===== config.mk =====
export PLATFORM = sky130hd
export DESIGN_NAME = axi4_lite_slave_regs
export DESIGN_NICKNAME = d
export VERILOG_FILES = /design/src/rtl/axi4_lite_slave_regs.sv
export SDC_FILE = /design/constraint.sdc
export NUM_CORES = 1
export LEC_CHECK = 0
export ABC_CLOCK_PERIOD_IN_PS = 2850
export CORE_ASPECT_RATIO = 0.6
export CORE_MARGIN = 2
export CORE_UTILIZATION = 43
export CTS_BUF_LIST = sky130_fd_sc_hd__clkbuf_16
export DETAILED_ROUTE_END_ITERATION = 6
export PLACE_DENSITY = 0.86
export SKIP_CTS_REPAIR_TIMING = 1
export SYNTH_ARGS = -nofsm -noshare
export SYNTH_HDL_FRONTEND = slang
export SYNTH_SLANG_ARGS = --single-unit

===== constraint.sdc =====
create_clock -name clk -period 2.85 [get_ports clk]
set_input_delay 0.57 -clock clk [delete_from_list [all_inputs] [get_ports clk]]
set_output_delay 0.57 -clock clk [all_outputs]
set_load 0.01 [all_outputs]

===== src/rtl/axi4_lite_slave_regs.sv =====
// AXI4-Lite slave exposing NUM_REGS 32-bit registers; register 0 is a read-only ID word.
// The write channels are accepted independently and the read channel is fully decoupled from them.
module axi4_lite_slave_regs #(
  parameter int          NUM_REGS = 16,
  parameter logic [31:0] ID_VALUE = 32'hA11E_0001
) (
  input  logic                     clk,
  input  logic                     rst,

  input  logic [31:0]              S_AXI_AWADDR,
  input  logic                     S_AXI_AWVALID,
  output logic                     S_AXI_AWREADY,

  input  logic [31:0]              S_AXI_WDATA,
  input  logic [3:0]               S_AXI_WSTRB,
  input  logic                     S_AXI_WVALID,
  output logic                     S_AXI_WREADY,

  output logic [1:0]               S_AXI_BRESP,
  output logic                     S_AXI_BVALID,
  input  logic                     S_AXI_BREADY,

  input  logic [31:0]              S_AXI_ARADDR,
  input  logic                     S_AXI_ARVALID,
  output logic                     S_AXI_ARREADY,

  output logic [31:0]              S_AXI_RDATA,
  output logic [1:0]               S_AXI_RRESP,
  output logic                     S_AXI_RVALID,
  input  logic                     S_AXI_RREADY,

  output logic [NUM_REGS*32-1:0]   regs_o
);

  localparam int         IDX_W       = $clog2(NUM_REGS);
  localparam logic [1:0] RESP_OKAY   = 2'b00;
  localparam logic [1:0] RESP_SLVERR = 2'b10;

  logic             aw_held;
  logic [IDX_W-1:0] aw_idx_q;
  logic             aw_oob_q;
  logic             w_held;
  logic [31:0]      w_data_q;
  logic [3:0]       w_strb_q;
  logic             bvalid_q;
  logic [1:0]       bresp_q;
  logic             rvalid_q;
  logic [31:0]      rdata_q;
  logic [1:0]       rresp_q;
  logic [31:0]      regs_q [NUM_REGS-1:1];

  // Address decode: byte offset ignored, any bit above the register window flags out-of-range.
  logic [IDX_W-1:0] aw_idx, ar_idx, wr_idx;
  logic             aw_oob, ar_oob, wr_oob;
  logic [31:0]      wr_data;
  logic [3:0]       wr_strb;
  logic             aw_hs, w_hs, ar_hs, commit, wr_ok;

  assign aw_idx = S_AXI_AWADDR[IDX_W+1:2];
  assign aw_oob = |S_AXI_AWADDR[31:IDX_W+2];
  assign ar_idx = S_AXI_ARADDR[IDX_W+1:2];
  assign ar_oob = |S_AXI_ARADDR[31:IDX_W+2];

  logic unused_addr_bits;
  assign unused_addr_bits = &{1'b0, S_AXI_AWADDR[1:0], S_AXI_ARADDR[1:0]};

  assign S_AXI_AWREADY = !aw_held && !bvalid_q;
  assign S_AXI_WREADY  = !w_held && !bvalid_q;
  assign S_AXI_ARREADY = !rvalid_q;

  assign aw_hs = S_AXI_AWVALID && S_AXI_AWREADY;
  assign w_hs  = S_AXI_WVALID && S_AXI_WREADY;
  assign ar_hs = S_AXI_ARVALID && S_AXI_ARREADY;

  // A write commits as soon as both halves are present, whether held or arriving this edge.
  assign commit  = (aw_held || aw_hs) && (w_held || w_hs);
  assign wr_idx  = aw_held ? aw_idx_q : aw_idx;
  assign wr_oob  = aw_held ? aw_oob_q : aw_oob;
  assign wr_data = w_held ? w_data_q : S_AXI_WDATA;
  assign wr_strb = w_held ? w_strb_q : S_AXI_WSTRB;
  assign wr_ok   = !wr_oob && (wr_idx != '0);

  // NOTE: sequential state uses non-blocking assignments so every flop samples pre-edge values.
  always_ff @(posedge clk) begin
    if (rst) begin
      aw_held  <= 1'b0;
      aw_idx_q <= '0;
      aw_oob_q <= 1'b0;
      w_held   <= 1'b0;
      w_data_q <= '0;
      w_strb_q <= '0;
      bvalid_q <= 1'b0;
      bresp_q  <= RESP_OKAY;
    end else begin
      if (commit)     aw_held <= 1'b0;
      else if (aw_hs) aw_held <= 1'b1;

      if (commit)    w_held <= 1'b0;
      else if (w_hs) w_held <= 1'b1;

      if (aw_hs) begin
        aw_idx_q <= aw_idx;
        aw_oob_q <= aw_oob;
      end
      if (w_hs) begin
        w_data_q <= S_AXI_WDATA;
        w_strb_q <= S_AXI_WSTRB;
      end

      if (commit) begin
        bvalid_q <= 1'b1;
        bresp_q  <= wr_ok ? RESP_OKAY : RESP_SLVERR;
      end else if (bvalid_q && S_AXI_BREADY) begin
        bvalid_q <= 1'b0;
      end
    end
  end

  // NOTE: the register file is built from flops, not RAM, so it can and must be cleared on reset.
  always_ff @(posedge clk) begin
    if (rst) begin
      for (int i = 1; i < NUM_REGS; i++) regs_q[i] <= '0;
    end else if (commit && wr_ok) begin
      for (int i = 1; i < NUM_REGS; i++) begin
        for (int b = 0; b < 4; b++) begin
          if (wr_idx == IDX_W'(i) && wr_strb[b]) regs_q[i][8*b +: 8] <= wr_data[8*b +: 8];
        end
      end
    end
  end

  logic [31:0] rd_word;
  logic [1:0]  rd_resp;

  // NOTE: every always_comb output gets a default first so no path leaves it unassigned (no latch).
  always_comb begin
    rd_word = '0;
    rd_resp = RESP_OKAY;
    if (ar_oob) begin
      rd_resp = RESP_SLVERR;
    end else if (ar_idx == '0) begin
      rd_word = ID_VALUE;
    end else begin
      for (int i = 1; i < NUM_REGS; i++) begin
        if (ar_idx == IDX_W'(i)) rd_word = regs_q[i];
      end
    end
  end

  // Reads sample the register file before any same-edge write commit lands.
  always_ff @(posedge clk) begin
    if (rst) begin
      rvalid_q <= 1'b0;
      rdata_q  <= '0;
      rresp_q  <= RESP_OKAY;
    end else if (ar_hs) begin
      rvalid_q <= 1'b1;
      rdata_q  <= rd_word;
      rresp_q  <= rd_resp;
    end else if (rvalid_q && S_AXI_RREADY) begin
      rvalid_q <= 1'b0;
    end
  end

  assign S_AXI_BVALID = bvalid_q;
  assign S_AXI_BRESP  = bresp_q;
  assign S_AXI_RVALID = rvalid_q;
  assign S_AXI_RDATA  = rdata_q;
  assign S_AXI_RRESP  = rresp_q;

  for (genvar g = 0; g < NUM_REGS; g++) begin : g_regs_o
    if (g == 0) begin : g_id
      assign regs_o[31:0] = ID_VALUE;
    end else begin : g_reg
      assign regs_o[32*g +: 32] = regs_q[g];
    end
  end

endmodule


==> results of run 1 <==
Yosys cell counts, types with 6 or more instances:
cell type and n:
sky130_fd_sc_hd__o2111ai_1 8, sky130_fd_sc_hd__buf_4 35, sky130_fd_sc_hd__buf_2 77, sky130_fd_sc_hd__a2bb2oi_1 15, sky130_fd_sc_hd__nand4_1 21, sky130_fd_sc_hd__nand2_1 193
sky130_fd_sc_hd__dfxtp_1 79, sky130_fd_sc_hd__mux4_2 14, sky130_fd_sc_hd__o211ai_1 7, sky130_fd_sc_hd__nor2b_1 18, sky130_fd_sc_hd__o22ai_1 21, sky130_fd_sc_hd__buf_1 10
sky130_fd_sc_hd__a211oi_1 11, sky130_fd_sc_hd__nor3_1 18, sky130_fd_sc_hd__nor4_1 15, sky130_fd_sc_hd__nor2_1 565, sky130_fd_sc_hd__o31ai_1 8, sky130_fd_sc_hd__edfxtp_1 480
sky130_fd_sc_hd__nand3_1 21, sky130_fd_sc_hd__mux2i_1 26, sky130_fd_sc_hd__or3_1 11, sky130_fd_sc_hd__a311oi_1 11, sky130_fd_sc_hd__mux2_2 73, sky130_fd_sc_hd__a221o_1 11
sky130_fd_sc_hd__nand2b_1 32, sky130_fd_sc_hd__a21oi_1 136, sky130_fd_sc_hd__o311ai_0 7, sky130_fd_sc_hd__o221ai_1 25, sky130_fd_sc_hd__a22o_1 6, sky130_fd_sc_hd__o21ai_0 138
sky130_fd_sc_hd__inv_1 11, sky130_fd_sc_hd__a22oi_1 7, sky130_fd_sc_hd__clkbuf_1 129, sky130_fd_sc_hd__a221oi_1 37, sky130_fd_sc_hd__a21o_1 6, sky130_fd_sc_hd__o31a_1 8
sky130_fd_sc_hd__and2_1 8, sky130_fd_sc_hd__a32oi_1 9
critical path: cells and delay by family:
kind | cells | cell delay [ns]
compound gates | 2 | 0.57
buf+inv | 4 | 1.04
simple gates | 3 | 0.71
kinds of logic after synthesis:
logic type,synth area share (%)
and+or+nand+nor,15.0
buffers and inverters,4.73
other,0.0289
AOI/OAI and AO/OA,13.3
DFF,61.6
muxes,5.38
power groups by stage:
stage | Clock (mW) | Sequential (mW) | Combinational [mW]
floorplan | 0 | 9.59 | 1.07
global placement | 0 | 9.57 | 2.65
detailed placement | 0 | 9.57 | 2.69
CTS | 7.17 | 9.40 | 2.70
global route | 7.46 | 9.43 | 2.87
finish | 7.19 | 9.42 | 2.77
per-layer routing:
| layer | wire length (µm) | vias to the layer above | track usage, % |
|---|---|---|---|
| li1 | - | 10100 | - |
| met4 | 5670 | 4 | 14.5 |
| met2 | 52400 | 2192 | 56.4 |
| met3 | 18700 | 365 | 12.2 |
| met5 | 24 | - | 0 |
| met1 | 42200 | 11900 | 48.5 |
final timing paths:
| path | from | to | slack [ns] | cells after the start |
|---|---|---|---|---|
| worst max-delay path | S_AXI_AWADDR[13] | regs_q[0][426]$_SDFFCE_PN0P_ | 0.26 | 9 |
| worst min-delay path | rst | S_AXI_RVALID$_SDFFE_PP0P_ | 0.23 | 2 |
| worst max register to register | aw_held$_SDFFE_PP0P_ | regs_q[0][426]$_SDFFCE_PN0P_ | 0.50 | 6 |
| worst min register to register | w_data_q[13]$_SDFFE_PP0P_ | w_data_q[13]$_SDFFE_PP0P_ | 0.46 | 2 |
state kept, by name, indices dropped and copies added, names as in the netlist:
| name | flops |
|---|---|
| S_AXI_BRESP | 1 |
| S_AXI_BVALID | 1 |
| S_AXI_RDATA | 32 |
| S_AXI_RRESP | 1 |
| S_AXI_RVALID | 1 |
| aw_held | 1 |
| aw_idx_q | 4 |
| aw_oob_q | 1 |
| regs_q | 480 |
| w_data_q | 32 |
| w_held | 1 |
| w_strb_q | 4 |
layout make-up:
class	instances	area (µm²)	share of cell area (%)
Antenna cell	2	5.00	0.0139
Clock buffer	53	1330	3.68
Clock inverter	43	369	1.02
Inverter	13	48.8	0.135
Multi-Input combinational cell	1590	8890	24.7
Sequential cell	559	16000	44.4
Tap cell	781	977	2.71
Timing Repair Buffer	887	8420	23.4
==> tab_implementation.tex, run 1 <==
\begin{tabular}{lr}
\hline
Metric & Value \\
\hline
\multicolumn{2}{l}{\textbf{Yosys}} \\
\quad Post-synthesis instance total & 2382 \\
\quad Most used DFF post-synth & sky130\_fd\_sc\_hd\_\_edfxtp\_1 \\
\quad Part of the Yosys area used for sequential elements & 61.6\% \\
\quad Number of enable-type register cells in the synthesized netlist & 480 \\
\quad Syn avg cell area & 10.9 µm² \\
\quad Fraction of synthesis flops using an asynchronous set or reset pin & 0\% \\
\quad Warnings from Yosys & 0 \\
\quad Count of cell types in the netlist & 74 \\
\quad Cell type with the highest aggregate area in the netlist & sky130\_fd\_sc\_hd\_\_edfxtp\_1 \\
\quad Cell types occupying the most area after synthesis & sky130\_fd\_sc\_hd\_\_edfxtp\_1, sky130\_fd\_sc\_hd\_\_nor2\_1, sky130\_fd\_sc\_hd\_\_dfxtp\_1 \\
\quad Portion of synthesized cell area occupied by the leading cell type & 55.5\% \\
\quad Synthesized area & 26000 µm² \\
\quad Post-synthesis sequential element count & 559 \\
\multicolumn{2}{l}{\textbf{Timing}} \\
\quad WHS & 0.227 ns \\
\quad Shortest clock period the worst path allows after layout & 2.59 ns \\
\quad Post-route setup slack & 0.256 ns \\
\quad Pins Over Slew Limit & 0 \\
\quad Relative slew slack & 37.4\% \\
\quad Clock skew & 0.0263 ns \\
\quad Least-Margin Pin Slew & 0.938 ns \\
\quad Max Freq & 386 MHz \\
\quad Accumulated negative setup slack & 0 ns \\
\quad Period Utilization, post-route & 91.0\% \\
\quad Final Hold Violating Endpoints & 0 \\
\quad Total setup violations reported at the end of the flow & 0 \\
\quad Unrepaired setup endpoints after global routing & no \\
\multicolumn{2}{l}{\textbf{Power}} \\
\quad Leakage & 12.7 nW \\
\quad Internal Pwr Total & 14.3 mW \\
\quad Proportion of power drawn by the clock network & 37.1\% \\
\quad Power per cell area & 538 nW/µm² \\
\quad Share of total power in sequential cells & 48.6\% \\
\quad Sw Share & 26.2\% \\
\quad IR drop worst, VDD & 0.476 mV \\
\quad Logic pwr share & 14.3\% \\
\quad Tot Pwr & 19.4 mW \\
\quad Switching component of the power & 5.08 mW \\
\multicolumn{2}{l}{\textbf{Finish}} \\
\quad Layout Cells excl Fill & 3928 \\
\quad Layout Utilization & 60.6\% \\
\quad Commonest non-fill, non-tap cells in the layout & sky130\_fd\_sc\_hd\_\_clkdlybuf4s50\_1, sky130\_fd\_sc\_hd\_\_nor2\_1, sky130\_fd\_sc\_hd\_\_edfxtp\_1, sky130\_fd\_sc\_hd\_\_buf\_4, sky130\_fd\_sc\_hd\_\_nand2\_1 \\
\quad Nets & 3211 \\
\quad Most common cell after layout, fill and taps aside & sky130\_fd\_sc\_hd\_\_clkdlybuf4s50\_1 \\
\quad Signed area change from the synthesized netlist to the final layout & 38.7\% \\
\quad Cell area after layout & 36000 µm² \\
\quad Filler cell count & 4664 \\
\quad Fraction of final layout cells sized beyond drive strength 1 & 14.3\% \\
\multicolumn{2}{l}{\textbf{Clocking}} \\
\quad Clock root buffer master & sky130\_fd\_sc\_hd\_\_clkbuf\_16 \\
\quad TritonCTS sink count & 559 \\
\quad Largest buffer count on any clock path & 3 \\
\quad H-Tree Level Count & 2 \\
\quad Clk slew on worst S/H paths & 0.07 ns \\
\quad Clock Latency Late Sink & 0.61 ns \\
\quad TritonCTS clock tree & yes \\
\quad Number of buffers created by CTS & 53 \\
\multicolumn{2}{l}{\textbf{Worst setup path}} \\
\quad CP max-delay cell & sky130\_fd\_sc\_hd\_\_nor4\_1 \\
\quad Type of element capturing the critical path & flip-flop \\
\quad CP Launch Type & input port \\
\quad Ordered cell list for the critical path & clkdlybuf4s50\_1 -> nor4\_1 -> nand4\_1 -> o31ai\_2 -> buf\_4 -> nand3\_1 -> buf\_4 -> o21ai\_0 -> buf\_4 \\
\quad Most frequent cell on the critical path & sky130\_fd\_sc\_hd\_\_buf\_4 \\
\quad Arrival time worst endpoint & 2.91 ns \\
\quad Data required, critical path & 3.16 ns \\
\quad Largest stage delay, worst path & 0.41 ns \\
\quad Crit path max fanout & 15 \\
\quad Type of the worst setup path & in -> reg \\
\multicolumn{2}{l}{\textbf{Drt}} \\
\quad Post-route ant nets & 0 \\
\quad DR WL/cell & 30.3 µm \\
\quad DRC marker count from the first detailed-route iteration & 4289 \\
\quad Via count normalized by instance count & 6.24 \\
\quad Vias & 24500 \\
\quad Total DRC errors in the routed layout & 0 \\
\quad DRT Wirelength & 119000 µm \\
\quad Detailed-router iteration count before antenna repair & 6 \\
\multicolumn{2}{l}{\textbf{Place}} \\
\quad Number of placed cells counting well taps & 3830 \\
\quad Gp weighted congestion & 1.00 \\
\quad Setup slack after placement & -0.282 ns \\
\quad Post-Place Cell Area & 34300 µm² \\
\quad Number of port buffers & 621 \\
\quad Dpl hpwl & 91100 µm \\
\multicolumn{2}{l}{\textbf{Global route}} \\
\quad Vias in the first global route & 23300 \\
\quad First-pass GRT wire length & 166000 µm \\
\quad All-layer global routing usage & 36.9\% \\
\quad Maximum number of pins on one net before global-route repair & 68 \\
\quad Antenna violations before repair & 4 \\
\quad Total congestion overflow & 0 \\
\multicolumn{2}{l}{\textbf{Floorplanning}} \\
\quad I/O pin count & 660 \\
\quad Die ar. & 62500 µm² \\
\quad Initial Utilization & 43.7\% \\
\quad Placement row count & 69 \\
\quad Die Span Y & 194 µm \\
\quad Placeable Area & 59500 µm² \\
\quad Die width & 321 µm \\
\multicolumn{2}{l}{\textbf{Worst hold path}} \\
\quad Type of the most critical hold path & in -> reg \\
\multicolumn{2}{l}{\textbf{Run}} \\
\quad Max-capacitance violation count & 0 \\
\multicolumn{2}{l}{\textbf{Run status}} \\
\quad Run status & complete, no violations \\
\hline
\end{tabular}
Note: power is estimated with default switching activity, not from simulation.
==> run 2, diff against run 1 <==
- CELL_PAD_IN_SITES_DETAIL_PLACEMENT: default -> 0
- CELL_PAD_IN_SITES_GLOBAL_PLACEMENT: default -> 1
- CORE_UTILIZATION: 43 -> 30
- HOLD_SLACK_MARGIN: default -> 0.15
- PLACE_DENSITY: 0.86 -> 0.8
==> run 2 against run 1 <==
  * Die area grew 43%
  * First-iteration DRC count is 23% lower
  * Worst setup slack improved by 0.071 ns
  * Sequential cell count unchanged
  * Clock-buffer cell count up 4
  * Utilization is 17 points lower
  * Non-clock buffer count is 29 higher
  * Critical path depth is the same
  * Combinational power increased by 5%
  * Via count shrank 2.4%
  * Largest cell class unchanged
  * Highest routed layer is now met4
==> tab_implementation.tex, run 2 (same netlist as run 1, synthesis figures left out) <==
\begin{tabular}{lr}
\hline
Metric & Value \\
\hline
\multicolumn{2}{l}{\textbf{Run status}} \\
\quad Run status & complete, no violations \\
\multicolumn{2}{l}{\textbf{Worst setup path}} \\
\quad Number of buffers and inverters on the critical path & 4 (unchanged) \\
\quad Arrival time worst endpoint & 2.84 ns (-0.07 ns) \\
\quad Crit path max fanout & 15 (unchanged) \\
\quad Largest stage delay, worst path & 0.41 ns (about the same) \\
\quad Type of element capturing the critical path & flip-flop \\
\quad CP max-delay cell & sky130\_fd\_sc\_hd\_\_clkdlybuf4s50\_1 \\
\quad CP Launch Type & input port \\
\quad Type of the worst setup path & in -> reg \\
\quad Worst-case register-to-register setup slack & 0.48 ns (-0.02 ns) \\
\quad Start of the worst register-to-register path & aw\_held\$\_SDFFE\_PP0P\_ \\
\quad Data required, critical path & 3.17 ns (about the same) \\
\quad Number of cell instances on the worst register-to-register path & 9 (+3) \\
\quad Most frequent cell on the critical path & sky130\_fd\_sc\_hd\_\_buf\_4 \\
\quad Delay-heaviest family, CP & buffers and inverters \\
\quad Ordered cell list for the critical path & clkdlybuf4s50\_1 -> nor4\_1 -> nand4\_1 -> o31ai\_2 -> buf\_4 -> nand3\_1 -> buf\_4 -> o21ai\_0 -> buf\_4 \\
\quad Destination of the worst register-to-register timing path & regs\_q[0][359]\$\_SDFFCE\_PN0P\_ \\
\multicolumn{2}{l}{\textbf{Timing}} \\
\quad Least-Margin Pin Slew & 1.24 ns (+0.301 ns) \\
\quad Total setup violations reported at the end of the flow & 0 (unchanged) \\
\quad Shortest clock period the worst path allows after layout & 2.52 ns (-0.0713 ns) \\
\quad Period Utilization, post-route & 88.5\% (-2.5 points) \\
\quad WHS & 0.440 ns (+0.213 ns) \\
\quad Final Hold Violating Endpoints & 0 (unchanged) \\
\quad Clock skew & 0.0218 ns (-0.00445 ns) \\
\quad Pins Over Slew Limit & 0 (unchanged) \\
\quad Relative slew slack & 16.8\% (-21 points) \\
\quad Max Freq & 396 MHz (+2.8\%) \\
\quad Unrepaired setup endpoints after global routing & no \\
\multicolumn{2}{l}{\textbf{Floorplanning}} \\
\quad Die width & 384 µm (+19\%) \\
\quad Die Span Y & 232 µm (+19\%) \\
\quad I/O pin count & 660 (unchanged) \\
\quad Die ar. & 89100 µm² (+43\%) \\
\quad Placeable Area & 85700 µm² (+44\%) \\
\quad Initial Utilization & 30.3\% (-13 points) \\
\quad Placement row count & 83 (+20\%) \\
\multicolumn{2}{l}{\textbf{Clocking}} \\
\quad Number of buffers created by CTS & 56 (+5.7\%) \\
\quad TritonCTS clock tree & yes \\
\quad Clk slew on worst S/H paths & 0.06 ns (about the same) \\
\quad Largest buffer count on any clock path & 3 (unchanged) \\
\quad H-Tree Level Count & 2 (unchanged) \\
\quad Clock Latency Late Sink & 0.64 ns (+0.03 ns) \\
\quad TritonCTS sink count & 559 (unchanged) \\
\quad Clock root buffer master & sky130\_fd\_sc\_hd\_\_clkbuf\_16 \\
\multicolumn{2}{l}{\textbf{Drt}} \\
\quad DRC marker count from the first detailed-route iteration & 3299 (-23\%) \\
\quad Total DRC errors in the routed layout & 0 (unchanged) \\
\quad Post-route ant nets & 0 (unchanged) \\
\quad Detailed-router iteration count before antenna repair & 6 (unchanged) \\
\quad Vias & 23900 (-2.4\%) \\
\quad Via count normalized by instance count & 5.53 (-11\%) \\
\quad DR WL/cell & 30.2 µm (-0.27\%) \\
\quad DRT Wirelength & 131000 µm (+9.8\%) \\
\multicolumn{2}{l}{\textbf{Global route}} \\
\quad Total congestion overflow & 0 (unchanged) \\
\quad All-layer global routing usage & 28.3\% (-8.5 points) \\
\quad Antenna violations before repair & 0 (-4) \\
\quad Maximum number of pins on one net before global-route repair & 59 (-13\%) \\
\quad First-pass GRT wire length & 178000 µm (+7.0\%) \\
\quad Vias in the first global route & 22700 (-2.3\%) \\
\multicolumn{2}{l}{\textbf{Power}} \\
\quad Leakage & 13.0 nW (+2.4\%) \\
\quad Power per cell area & 541 nW/µm² (+0.53\%) \\
\quad IR drop worst, VDD & 0.449 mV (-5.6\%) \\
\multicolumn{2}{l}{\textbf{Worst hold path}} \\
\quad Cell count of the worst hold path & 2 (unchanged) \\
\quad Critical hold path startpoint & rst \\
\quad Worst hold endpoint & S\_AXI\_RDATA[0]\$\_SDFFE\_PP0P\_ \\
\quad Type of the most critical hold path & in -> reg \\
\multicolumn{2}{l}{\textbf{Finish}} \\
\quad Storage element area & 16000 µm² (unchanged) \\
\quad Filler cell count & 8076 (+73\%) \\
\quad Top register by number of flip-flops & regs\_q \\
\quad Layout Utilization & 43.3\% (-17 points) \\
\quad Signed area change from the synthesized netlist to the final layout & 42.9\% \\
\quad Fraction of final layout cells sized beyond drive strength 1 & 15.2\% (+0.92 points) \\
\quad Inserted Diodes & 0 (-2) \\
\quad Nets & 3243 (+1.0\%) \\
\quad Number of flip-flops under the largest register name & 480 (unchanged) \\
\quad Multi-input gate area & 8890 µm² (about the same) \\
\quad Most common cell after layout, fill and taps aside & sky130\_fd\_sc\_hd\_\_clkdlybuf4s50\_1 \\
\quad Commonest non-fill, non-tap cells in the layout & sky130\_fd\_sc\_hd\_\_clkdlybuf4s50\_1, sky130\_fd\_sc\_hd\_\_nor2\_1, sky130\_fd\_sc\_hd\_\_edfxtp\_1, sky130\_fd\_sc\_hd\_\_buf\_4, sky130\_fd\_sc\_hd\_\_nand2\_1 \\
\multicolumn{2}{l}{\textbf{Run}} \\
\quad Max-capacitance violation count & 0 (unchanged) \\
\multicolumn{2}{l}{\textbf{Place}} \\
\quad Gp weighted congestion & 0.947 (-5.6\%) \\
\quad Number of port buffers & 621 (unchanged) \\
\quad Dpl hpwl & 102000 µm (+12\%) \\
\hline
\end{tabular}
==> run 2: area by class of cell <==
type | instances | share of cell area, %
sequential | 559 | 43.1
multi-input combinational | 1590 | 24.0
timing repair buffer | 916 | 24.0
tap | 1147 | 3.87
clock buffer | 57 | 3.84
clock inverter | 44 | 1.15
inverter | 13 | 0.131
==> run 2: worst reg2reg max path: cells and delay by family, from the launching register on <==
kind            cells  cell delay [ns]
simple gates        3             0.40
buf+inv             4             0.90
flops               1             0.48
compound gates      2             0.32
==> run 2: worst max-delay path by stage <==
stage | slack, ns | end | from | depth (start not counted)
floorplan | 0.03 | regs_q[0][216]$_SDFFCE_PN0P_ | S_AXI_AWADDR[7] | 7
global placement | -0.22 | regs_q[0][77]$_SDFFCE_PN0P_ | S_AXI_AWADDR[13] | 9
CTS | 0.40 | regs_q[0][79]$_SDFFCE_PN0P_ | S_AXI_AWADDR[7] | 9
finish | 0.33 | regs_q[0][79]$_SDFFCE_PN0P_ | S_AXI_AWADDR[13] | 9
global route | 0.27 | regs_q[0][147]$_SDFFCE_PN0P_ | S_AXI_AWADDR[7] | 9
detailed placement | -0.23 | regs_q[0][77]$_SDFFCE_PN0P_ | S_AXI_AWADDR[7] | 9
==> run 2: metrics by stage <==
step	instance area [µm²]	std cells	power, mW	setup slack, ns	setup TNS (ns)
2_1_floorplan	26100	2414	10.7	0.0314	0
3_3_place_gp	35300	4225	12.4	-0.215	-44.12
3_5_place_dp	35300	4225	12.4	-0.230	-69.14
4_1_cts	37100	4326	20.1	0.398	0
5_1_grt	37100	4326	20.6	0.268	0
6_report	37100	4326	20.1	0.327	0
==> run 2: per-layer routing <==
| layer | global-route usage, % | vias to the layer above | share of wire, % |
|---|---|---|---|
| li1 | - | 10100 | - |
| met1 | 38.2 | 12000 | 40 |
| met2 | 44.2 | 1623 | 45 |
| met3 | 8.69 | 178 | 13 |
| met4 | 7.14 | 0 | 2.6 |
| met5 | 0 | - | 0 |
==> run 2: report_power, final <==
| group | total [mW] | internal (mW) | switching [mW] |
|---|---|---|---|
| Combinational | 2.90 | 1.22 | 1.67 |
| Sequential | 9.42 | 9.15 | 0.273 |
| Clock | 7.74 | 4.41 | 3.33 |
